--- config.mk ---
export PLATFORM = sky130hd
export DESIGN_NAME = fifo_wr_ctrl
export DESIGN_NICKNAME = d
export VERILOG_FILES = /design/src/rtl/fifo_pkg.sv /design/src/rtl/sync_ff.sv /design/src/rtl/fifo_wr_ctrl.sv
export SDC_FILE = /design/constraint.sdc
export NUM_CORES = 1
export LEC_CHECK = 0
export BUFFER_PORTS_ARGS = -buffer_cell sky130_fd_sc_hd__buf_2
export CAP_MARGIN = 10
export CORE_ASPECT_RATIO = 0.6
export CORE_MARGIN = 2
export CORE_UTILIZATION = 30
export DETAILED_ROUTE_END_ITERATION = 10
export PLACE_DENSITY = 0.61
export SLEW_MARGIN = 20
export SYNTH_ARGS = -nofsm -noshare
export SYNTH_HDL_FRONTEND = slang
export SYNTH_SLANG_ARGS = --single-unit
--- constraint.sdc ---
create_clock -name clk -period 6.7 [get_ports clk]
set_clock_uncertainty 0.2 [all_clocks]
set_input_delay 1.34 -clock clk [delete_from_list [all_inputs] [get_ports clk]]
set_output_delay 1.34 -clock clk [all_outputs]
set_load 0.02 [all_outputs]
--- src/rtl/fifo_pkg.sv ---
// Shared helpers for the async FIFO pointer logic: Gray/binary conversion and depth calculation.
package fifo_pkg;

    // Conversions operate on a zero-extended container, so they serve any pointer width up to GRAY_W.
    localparam int GRAY_W = 32;

    function automatic int fifo_depth(input int addr_w);
        return 1 << addr_w;
    endfunction

    function automatic logic [GRAY_W-1:0] bin2gray(input logic [GRAY_W-1:0] bin);
        return bin ^ (bin >> 1);
    endfunction

    function automatic logic [GRAY_W-1:0] gray2bin(input logic [GRAY_W-1:0] gray);
        logic [GRAY_W-1:0] bin;
        bin[GRAY_W-1] = gray[GRAY_W-1];
        for (int i = GRAY_W - 2; i >= 0; i--) begin
            bin[i] = bin[i+1] ^ gray[i];
        end
        return bin;
    endfunction

endpackage

--- src/rtl/sync_ff.sv ---
// N-stage, width-parametrised synchronizer flop chain with asynchronous active-low reset.
module sync_ff #(
    parameter int WIDTH  = 1,
    parameter int STAGES = 2
) (
    input  logic             clk,
    input  logic             arst_n,
    input  logic [WIDTH-1:0] d,
    output logic [WIDTH-1:0] q
);

    logic [WIDTH-1:0] chain [STAGES];

    always_ff @(posedge clk or negedge arst_n) begin
        if (!arst_n) begin
            for (int i = 0; i < STAGES; i++) begin
                chain[i] <= '0;
            end
        end else begin
            chain[0] <= d;
            for (int i = 1; i < STAGES; i++) begin
                chain[i] <= chain[i-1];
            end
        end
    end

    assign q = chain[STAGES-1];

endmodule

--- src/rtl/fifo_wr_ctrl.sv ---
// Write-side controller for the async FIFO: write pointer, read-pointer sync, fill/free and flags.
// Optional sticky overflow flag (ports ovf / ovf_clr) enabled by defining FIFO_WR_OVF_FLAG_EN.
module fifo_wr_ctrl
    import fifo_pkg::*;
#(
    parameter int ADDR_W      = 3,
    parameter int SYNC_STAGES = 2,
    parameter int AFULL_THR   = 6
) (
    input  logic              clk,
    input  logic              arst_n,
    input  logic              wr_en,
    input  logic [ADDR_W:0]   rptr_gray,
`ifdef FIFO_WR_OVF_FLAG_EN
    input  logic              ovf_clr,
    output logic              ovf,
`endif
    output logic              push,
    output logic [ADDR_W-1:0] wr_addr,
    output logic [ADDR_W:0]   wptr_gray,
    output logic              full,
    output logic              almost_full,
    output logic [ADDR_W:0]   used,
    output logic [ADDR_W:0]   free
);

    localparam int PTR_W = ADDR_W + 1;
    localparam int DEPTH = fifo_depth(ADDR_W);
    localparam logic [PTR_W-1:0] DEPTH_P = PTR_W'(DEPTH);
    localparam logic [PTR_W-1:0] AFULL_P = PTR_W'(AFULL_THR);
    localparam logic [PTR_W-1:0] ONE_P   = PTR_W'(1);

    logic [PTR_W-1:0] wptr_bin;
    logic [PTR_W-1:0] wptr_bin_nxt;
    logic [PTR_W-1:0] rptr_sync;
    logic [PTR_W-1:0] rptr_bin;

    sync_ff #(
        .WIDTH  (PTR_W),
        .STAGES (SYNC_STAGES)
    ) u_rptr_sync (
        .clk    (clk),
        .arst_n (arst_n),
        .d      (rptr_gray),
        .q      (rptr_sync)
    );

    assign rptr_bin     = PTR_W'(gray2bin(GRAY_W'(rptr_sync)));
    assign used         = wptr_bin - rptr_bin;
    assign free         = DEPTH_P - used;
    assign almost_full  = (used >= AFULL_P);

    // Full in Gray form: write pointer is one lap ahead, i.e. top two bits inverted, rest equal.
    // This matches used == DEPTH since wptr_gray always mirrors wptr_bin.
    assign full         = (wptr_gray == {~rptr_sync[PTR_W-1 -: 2], rptr_sync[PTR_W-3:0]});

    // Gated by arst_n so no RAM write can slip through while reset is asserted.
    assign push         = wr_en & ~full & arst_n;
    assign wr_addr      = wptr_bin[ADDR_W-1:0];
    assign wptr_bin_nxt = wptr_bin + ONE_P;

    // Gray pointer is its own flop so the read domain never samples a combinational glitch.
    always_ff @(posedge clk or negedge arst_n) begin
        if (!arst_n) begin
            wptr_bin  <= '0;
            wptr_gray <= '0;
        end else if (push) begin
            wptr_bin  <= wptr_bin_nxt;
            wptr_gray <= PTR_W'(bin2gray(GRAY_W'(wptr_bin_nxt)));
        end
    end

`ifdef FIFO_WR_OVF_FLAG_EN
    // Set has priority over clear so a coincident overflow is never lost.
    always_ff @(posedge clk or negedge arst_n) begin
        if (!arst_n) begin
            ovf <= 1'b0;
        end else if (wr_en && full) begin
            ovf <= 1'b1;
        end else if (ovf_clr) begin
            ovf <= 1'b0;
        end
    end
`endif

endmodule

### Word level (Yosys, flattened, before mapping)

Cells that the tools add are included.

* register bits after elaboration: 16
* latch bits: 0
* RAM bits: 0
* bits in read-only memories: 0
* input port bits: 7
* output and inout port bits: 18
* memories: 0

* add/subtract/negate cells: 3
* multiply operators: 0
* divide/modulo/power cells: 0
* magnitude comparators: 1
* eq/ne operators: 1
* shift-type cells: 0
* muxes and demuxes: 0
* bitwise gates (word level): 8
* reduce and logical (&&, ||, !) cells: 0

Operator list (number)
* adder 4 x 1 -> 4 bit, second input constant: 1
* equality test 4 bit: 1
* >= comparator 4 x 3 -> 1 bit, second input constant: 1
* subtractor 4 bit: 1
* subtractor 4 bit, first input constant: 1
* XOR 4 x 3 -> 4 bit: 1
* XOR 1 bit: 3
* AND 1 bit: 2
* NOT 2 bit: 1
* NOT 1 bit: 1

### Depth between registers and ports, before layout

Gate-level depths: netlist (run 1).

* word-level depth: 5
* mapped depth: 9

### Modules after synthesis

A second synthesis (run 1) with hierarchy kept.

* cells, all modules: 70
* area total of the unflattened synthesis: 839.6 µm²

Modules (own cells, without submodules)
* fifo_wr_ctrl: instances 1, cells each 58, area an instance 609.3 µm²
* sync_ff: instances 1, cells each 12, area an instance 230.2 µm²

### Worst setup path after synthesis (run 1)

Ideal clock, no wire load.

* path type: reg2out
* start point: register u_rptr_sync.chain, in the netlist u_rptr_sync.q[3]
* end point: output port free[3]
* arrival time: 2.668 ns
* required time: 5.160 ns
* path slack: 2.492 ns
* stages on the path, launching flop included: 10
* path buffers: 0
* path through: dfrtp_1 -> xnor2_1 -> xor2_1 -> xnor2_1 -> ha_1 -> inv_1 -> fa_1 -> xor2_1 -> nor3_1 -> xnor2_1

* cells in the longest elaborated chain, start to end: 5

Ends and longest elaborated chain
* start: declaration: line sync_ff.sv:12 `logic [WIDTH-1:0] chain [STAGES];`
* start signal: indexed assignment: line sync_ff.sv:22 `chain[i] <= chain[i-1];`
* XOR 1 bit (*): line fifo_pkg.sv:19 `bin[i] = bin[i+1] ^ gray[i];`
* XOR 1 bit (2 in series): line fifo_pkg.sv:19
* subtractor 4 bit (*): line fifo_wr_ctrl.sv:49 `assign used = wptr_bin - rptr_bin;`
* net used[2]: line fifo_wr_ctrl.sv:23 `output logic [ADDR_W:0] used,`
* subtractor 4 bit (*): line fifo_wr_ctrl.sv:50 `assign free = DEPTH_P - used;`
* end: declaration: line fifo_wr_ctrl.sv:24 `output logic [ADDR_W:0] free`

The timed path passes the listed nets; every way through them passes the cells marked *.

### Final worst setup path (run 1)

* start point: register u_rptr_sync.chain, in the netlist u_rptr_sync.q[3]
* end point: output port free[2]

* cells in the longest elaborated chain, start to end: 5

Ends and longest elaborated chain (line)
* XOR 1 bit (*): fifo_pkg.sv:19
* XOR 1 bit (2 in series): fifo_pkg.sv:19
* subtractor 4 bit (*): fifo_wr_ctrl.sv:49
* subtractor 4 bit (*): fifo_wr_ctrl.sv:50

Mark *: on every way between the ends. The rest lies on a longest branch, timed or not.

==> results of run 1 <==
==> routing by layer <==
metal	routed length, um	share of wire, %	vias to the layer above
met3	61	4.1	3
met5	0	0	-
met1	696	47	251
met4	22	1.5	0
li1	-	-	264
met2	691	47	12
==> cell type report <==
class / count / area (sq um) / share of cell area [%]
tap: 32 / 40.0 / 4.03
clock buffer: 3 / 41.3 / 4.15
inverter: 6 / 22.5 / 2.26
timing repair buffer: 24 / 120 / 12.1
clock inverter: 1 / 5.00 / 0.503
sequential: 15 / 375 / 37.7
multi-input combinational: 43 / 390 / 39.2
==> cell usage in the layout, fill, tap and decap left out <==
cell type  instances
mux2_4             4
and2_0             1
nand2_1            5
inv_1              6
clkinv_2           1
o41a_1             1
clkbuf_8           3
nor3_1             1
nand4_1            1
dfrtp_1           15
ha_1               6
xor2_1             5
o21ai_0            2
nor4_1             1
buf_2             24
fa_1               1
a21oi_1            1
xnor2_1           14
==> worst max-delay path by stage <==
| stage | from | endpoint | slack, ps | depth (start not counted) |
|---|---|---|---|---|
| 2_1_floorplan | u_rptr_sync.q[3] | free[3] | 2490 | 9 |
| 3_3_place_gp | arst_n | push | 2620 | 4 |
| 3_5_place_dp | arst_n | push | 2600 | 4 |
| 4_1_cts | u_rptr_sync.q[3] | free[2] | 2390 | 10 |
| 5_1_grt | u_rptr_sync.q[3] | almost_full | 2220 | 10 |
| 6_report | u_rptr_sync.q[3] | free[2] | 2430 | 10 |
==> through the flow <==
step                      cells  setup slack (ps)  hold WS, ps
after floorplan              66              2490          131
after global placement      120              2620          135
after detailed placement    120              2600          135
after CTS                   124              2390          148
after global routing        124              2220          156
final                       124              2430          147
==> critical path, cell delays in order, from the launching register on <==
cell,delay (ps)
dfrtp_1,400
xnor2_1,240
xor2_1,340
xnor2_1,170
ha_1,180
inv_1,50
fa_1,560
inv_1,60
ha_1,190
xnor2_1,130
buf_2,170
==> state kept, by name, indices dropped and copies added (netlist names) <==
register           cells
u_rptr_sync.chain      4
u_rptr_sync.q          4
wptr_gray              4
wptr_bin               3
==> kinds of logic (layout without fill, tap and decap cells) <==
logic type	count (synthesis)	count (layout)	synth area share, %
AOI/OAI and AO/OA	4	4	3.26
xor gates and xnor gates	19	19	20.6
adders and majority gates	7	7	11.8
buffers and inverters	8	34	5.12
DFF	15	15	46.5
muxes	4	4	7.44
and+or+nand+nor	9	9	5.27
==> results.ini, run 1 <==
[die]
die_area_sq_mm=0.00313
start_util_pct=32.0
ioPinCount=25
die_h_um=44.2
rows=14
coreArea_sq_mm=0.00252
chipWidth_um=71.0

[global_route]
grt_pass1_wl_mm=2.48
grt_pass1_vias=555
gr-max-usage-layer=met2
antenna_found_initial=0
grt_util_met3_pct=2.51
grtUsageMet1_pct=14.5
track_usage_pct=10.5
grt_max_degree=17
grt.overflow.total=0
grtUsageMet2_pct=15.9

[finish]
diodes=0
fill_cells=250
drive_above_1_share_pct=34.8
postLayoutCellArea_sq_um=995
fin_util_pct=39.4
layout.nets=107
area_growth_pct=23.3

[synthesis]
yosysMostFrequentCell=dfrtp_1
synth_nets=80
ys_ff_latch=15
synthTopCellsByArea=dfrtp_1, xnor2_1, ha_1
yosysTopAreaCellShare_pct=46.5
synth_area_per_cell_sq_um=12.2
ys.flop_type=dfrtp_1
synthCells=66
ys_async_sr_fraction_pct=100
synth_edf_count=0
synth_warnings=0
synthTopCellsByCount=dfrtp_1, xnor2_1, ha_1, inv_1
seq_area_frac_synth_pct=46.5
synth_cell_types=17
syn_area_sq_um=807
yosys.area.top_type=dfrtp_1

[clocking]
cts_setup_buffers=0
insertion_delay_ps=250
cts_made_buffers=3
clock-sinks=15
hold_buffers=0
cts-root-buf=clkbuf_8
cts_tree=yes
cts-htree-levels=1
cts_resized=0
cts_buffer_depth=2
path_clk_slew_ps=60

[setup_path]
start_kind=register
endpoint_kind=output pin
path_max_fanout=5
worstPathArrival_ps=2730
crit_required_ps=5160
reg2reg_from=wptr_gray[3]
reg2reg_to=wptr_bin[1]
r2r_setup_slack_ps=4760
reg2reg_depth=3
critPathKind=reg -> out

[worst_hold_path]
min_to=u_rptr_sync.q[1]
hold_start=u_rptr_sync.chain[5]
hp-class=reg -> reg
hold_depth=0

[drt]
ant_nets=0
dr_total_vias=530
wl_per_cell_um=11.9
drt-total-wl_mm=1.47
drc=0
drt_pre_antenna_iters=2
vias_per_cell=4.27
drtIter0Drc=11

[placement]
io_buffers=24
dpl.hpwl_mm=1.22
post_dp_cell_area_sq_um=948
place_congestion=0.715

[status]
outcome=finished clean

[sta]
hold_violations=0
timing.final.max_slew_violations=0
grt_setup_unrepaired=no
clock.fmax_mhz=234
slew_headroom_pct=69.6
finalCritPeriodShare_pct=63.8
worst_pin_slew_ps=456
tns_ps=0
setup_viol=0
period_needed_ps=4270

[flow_run]
maxCapViolations=0

Power of run 1 is not shown: default switching activity piles up to over one toggle a cycle in this logic, so the estimate is an artifact.
==> inputs of run 2 (changes only) <==
PLACE_DENSITY = 0.62   (was 0.61)
clock period = 3.87 ns   (was 6.7 ns; I/O delays follow)
==> results.ini, run 2 (synthesis gave the netlist of run 1 again) <==
[status]
outcome=finished clean  ; unchanged

[finish]
layout.nets=108  ; was 107
area_growth_pct=26.0  ; was 23.3%
final_common_cell=buf_2  ; unchanged
diodes=0  ; unchanged
fill_cells=259  ; was 250
drive_above_1_share_pct=37.6  ; was 34.8%
final_cell_mix=buf_2, dfrtp_1, xnor2_1  ; unchanged

[die]
die_area_sq_mm=0.00313  ; unchanged
coreArea_sq_mm=0.00252  ; unchanged
ioPinCount=25  ; unchanged
rows=14  ; unchanged
start_util_pct=32.0  ; unchanged
chipWidth_um=71.0  ; unchanged
die_h_um=44.2  ; unchanged

[drt]
ant_nets=0  ; unchanged
drt_pre_antenna_iters=2  ; unchanged
drt-total-wl_mm=1.45  ; was 1.47 mm
drtIter0Drc=12  ; was 11
vias_per_cell=4.22  ; was 4.27
wl_per_cell_um=11.6  ; was 11.9 um
drc=0  ; unchanged
dr_total_vias=528  ; was 530

[setup_path]
critPathKind=reg -> out  ; unchanged
endpoint_kind=output pin  ; unchanged
worstPathArrival_ps=2680  ; was 2730 ps
start_kind=register  ; unchanged
path_max_fanout=5  ; unchanged
crit_required_ps=2900  ; was 5160 ps

[sta]
finalCritPeriodShare_pct=94.4
slew_headroom_pct=77.1  ; was 69.6%
timing.final.max_slew_violations=0  ; unchanged
tns_ps=0  ; unchanged
worst_pin_slew_ps=343  ; was 456 ps
hold_violations=0  ; unchanged
grt_setup_unrepaired=no  ; unchanged
fin_ws_ps=218  ; was 2430 ps
period_needed_ps=3650
setup_viol=0  ; unchanged
clock.fmax_mhz=274

[clocking]
clock-sinks=15  ; unchanged
hold_buffers=0  ; unchanged
cts_resized=0  ; unchanged
cts-root-buf=clkbuf_8  ; unchanged
cts-htree-levels=1  ; unchanged
cts_buffer_depth=2  ; unchanged
cts_setup_buffers=0  ; unchanged
cts_tree=yes  ; unchanged
cts_made_buffers=3  ; unchanged
path_clk_slew_ps=60  ; about the same
insertion_delay_ps=240  ; was 250 ps

[global_route]
grt_max_degree=17  ; unchanged
grt_pass1_wl_mm=2.28  ; was 2.48 mm
track_usage_pct=9.74  ; was 10.5%
grt.overflow.total=0  ; unchanged
antenna_found_initial=0  ; unchanged
grt_pass1_vias=485  ; was 555

[placement]
io_buffers=24  ; unchanged
dpl.hpwl_mm=1.17  ; was 1.22 mm
place_congestion=0.761  ; was 0.715
post-place-ws_ps=364  ; was 2600 ps

[worst_hold_path]
hp-class=reg -> reg  ; unchanged

[flow_run]
maxCapViolations=0  ; unchanged

run 2: cell type report:
cell class / instances / area (sq um) / area share, %
well taps: 32 / 40.0 / 3.94
multi-input cells: 43 / 405 / 39.9
inverters: 6 / 22.5 / 2.21
clock buffers: 3 / 41.3 / 4.06
flip-flops and latches: 15 / 375 / 36.9
clock inverters: 1 / 5.00 / 0.492
repair buffers: 25 / 128 / 12.5
run 2: metal layers:
layer	up-vias	track usage, %	share of wire, %
li1	262	-	-
met1	243	14.6	49
met2	21	13.3	42
met3	2	2.28	7.3
met4	0	4.53	1.5
met5	-	0	0
run 2: worst paths after layout:
check / depth (start not counted) / startpoint / slack [ps] / to
max reg2reg: 4 / wptr_gray[3] / 1970 / wptr_gray[2]
max in group asynchronous: 1 / arst_n / 2990 / u_rptr_sync.q[3]
min in group asynchronous: 1 / arst_n / 230 / u_rptr_sync.chain[5]
min reg2reg: 0 / u_rptr_sync.chain[4] / 150 / u_rptr_sync.q[0]
max: 10 / u_rptr_sync.q[3] / 220 / free[2]
min: 0 / u_rptr_sync.chain[4] / 150 / u_rptr_sync.q[0]
run 2: stage by stage:
| stage | instance area (sq um) | instances | util [%] | hold slack (ps) |
|---|---|---|---|---|
| after global routing | 1020 | 125 | 40.3 | 155 |
| after global placement | 956 | 121 | 37.9 | 133 |
| after detailed placement | 956 | 121 | 37.9 | 138 |
| after floorplan | 807 | 66 | - | 131 |
| after CTS | 1000 | 125 | 39.7 | 151 |
| final | 1020 | 125 | 40.3 | 148 |
run 2: critical path, cell delays in order, from the launching register on:
cell and delay (ps):
dfrtp_1 420, xnor2_2 240, xor2_2 270, xnor2_1 160, ha_1 180, inv_1 60
fa_1 560, inv_1 60, ha_1 180, xnor2_1 130, buf_2 170
Power of run 2 is left out for the same reason.
==> inputs of run 3 (changes only) <==
BUFFER_PORTS_ARGS = -buffer_cell sky130_fd_sc_hd__clkbuf_2   (was -buffer_cell sky130_fd_sc_hd__buf_2)
PLACE_DENSITY = unset   (was 0.62)
PLACE_DENSITY_LB_ADDON = 0.2   (was unset)
==> results.ini, run 3 (synthesis gave the netlist of run 1 again) <==
[status]
outcome=finished clean  ; unchanged

[die]
start_util_pct=32.0  ; unchanged
die_h_um=44.2  ; unchanged
die_area_sq_mm=0.00313  ; unchanged
rows=14  ; unchanged
chipWidth_um=71.0  ; unchanged
ioPinCount=25  ; unchanged
coreArea_sq_mm=0.00252  ; unchanged

[global_route]
grt_pass1_wl_mm=2.43  ; was 2.28 mm
track_usage_pct=10.6  ; was 9.74%
grt_pass1_vias=526  ; was 485
antenna_found_initial=0  ; unchanged
grt.overflow.total=0  ; unchanged
grt_max_degree=17  ; unchanged

[setup_path]
crit_required_ps=2900  ; about the same
slowest_stage=fa_1  ; unchanged
r2r_setup_slack_ps=1950  ; was 1970 ps
start_kind=register  ; unchanged
path_depth=10  ; unchanged
reg2reg_depth=4  ; unchanged
critPathBufInv=3  ; unchanged
cpLargestDelayFamily=adder cells  ; unchanged
endpoint_kind=output pin  ; unchanged
path_cells=xnor2_2 > xor2_2 > xnor2_1 > ha_1 > inv_1 > fa_1 > inv_1 > ha_1 > xnor2_1 > clkbuf_2  ; was xnor2_2 > xor2_2 > xnor2_1 > ha_1 > inv_1 > fa_1 > inv_1 > ha_1 > xnor2_1 > buf_2
worstPathArrival_ps=2640  ; was 2680 ps
critPathMaxStageDelay_ps=560  ; about the same
path_max_fanout=5  ; unchanged
critPathKind=reg -> out  ; unchanged

[sta]
worst_pin_slew_ps=374  ; was 343 ps
slew_headroom_pct=75.1  ; was 77.1%
timing.final.max_slew_violations=0  ; unchanged
period_needed_ps=3610  ; was 3650 ps
fin_ws_ps=256  ; was 218 ps
tns_ps=0  ; unchanged
setup_viol=0  ; unchanged
grt_setup_unrepaired=no  ; unchanged
finalCritPeriodShare_pct=93.4  ; was 94.4%
hold_violations=0  ; unchanged
clock.fmax_mhz=277  ; was 274 MHz

[clocking]
cts_buffer_depth=2  ; unchanged
cts_tree=yes  ; unchanged
path_clk_slew_ps=60  ; about the same
cts-root-buf=clkbuf_8  ; unchanged
cts-htree-levels=1  ; unchanged
cts_made_buffers=3  ; unchanged
hold_buffers=0  ; unchanged
insertion_delay_ps=240  ; about the same
clock-sinks=15  ; unchanged

[worst_hold_path]
hold_depth=0  ; unchanged
hp-class=reg -> reg  ; unchanged

[drt]
drt_pre_antenna_iters=2  ; unchanged
drc=0  ; unchanged
drtIter0Drc=7  ; was 12
drt-total-wl_mm=1.52  ; was 1.45 mm
dr_total_vias=541  ; was 528
wl_per_cell_um=12.1  ; was 11.6 um
ant_nets=0  ; unchanged
vias_per_cell=4.29  ; was 4.22

[placement]
post-place-ws_ps=255  ; was 364 ps
post_dp_cell_area_sq_um=956  ; unchanged
place_congestion=0.723  ; was 0.761
io_buffers=24  ; unchanged
dpl.hpwl_mm=1.19  ; was 1.17 mm

[finish]
fin_util_pct=40.6  ; was 40.3%
final_common_cell=clkbuf_2  ; was buf_2
postLayoutCellArea_sq_mm=0.00102  ; about the same
layout.nets=109  ; was 108
area_growth_pct=26.8  ; was 26.0%
diodes=0  ; unchanged
final_cell_mix=clkbuf_2, dfrtp_1, xnor2_1  ; was buf_2, dfrtp_1, xnor2_1
drive_above_1_share_pct=37.2  ; was 37.6%

[flow_run]
maxCapViolations=0  ; unchanged

## run 3: cell types whose count changed in the layout (fill, tap and decap cells not counted), sizes merged
cell / delta
clkbuf: +25
buf: -23
clkinv: -1
## run 3: per-stage QoR
step / std cells / hold WS [ps]
after global placement: 121 / 134
after global routing: 126 / 157
final: 126 / 147
after floorplan: 66 / 131
after detailed placement: 121 / 135
after CTS: 125 / 148
## run 3: what timing repair did
item | 4_1_cts | 5_1_grt
cloned | 0 | 0
gates resized for setup | 1 | 1
buffers inserted | 0 | 1
setup endpoints to repair | 1 | 3
pin swaps | 0 | 1
## run 3: area by class of cell
type                       instances  area [sq um]
clock buffer                       4          45.0
timing repair buffer              26           135
sequential                        15           375
fill                             267          1500
inverter                           6          22.5
tap                               32          40.0
multi-input combinational         43           405
## run 3: layer usage
layer,up-vias,track usage (%),wire length [um]
met5,-,0,0
met4,0,2.26,0
met3,0,4.33,65
met2,12,17.9,723
met1,257,13.0,734
li1,272,-,-
## run 3: worst paths after layout
check,startpoint,end
max,u_rptr_sync.q[3],free[2]
min,u_rptr_sync.chain[6],u_rptr_sync.q[2]
max reg2reg,wptr_gray[3],wptr_gray[0]
min reg2reg,u_rptr_sync.chain[6],u_rptr_sync.q[2]
max in group asynchronous,arst_n,wptr_gray[0]
min in group asynchronous,arst_n,u_rptr_sync.chain[7]
## run 3: worst reg2reg max path, delay by kind of cell (launching register included)
| kind | cells | cell delay [ps] |
|---|---|---|
| XOR/XNOR | 1 | 210 |
| buffers and inverters | 1 | 190 |
| multiplexers | 1 | 300 |
| AO/OA/AOI/OAI | 1 | 440 |
| flip-flops | 1 | 460 |
Power of run 3 is left out for the same reason.
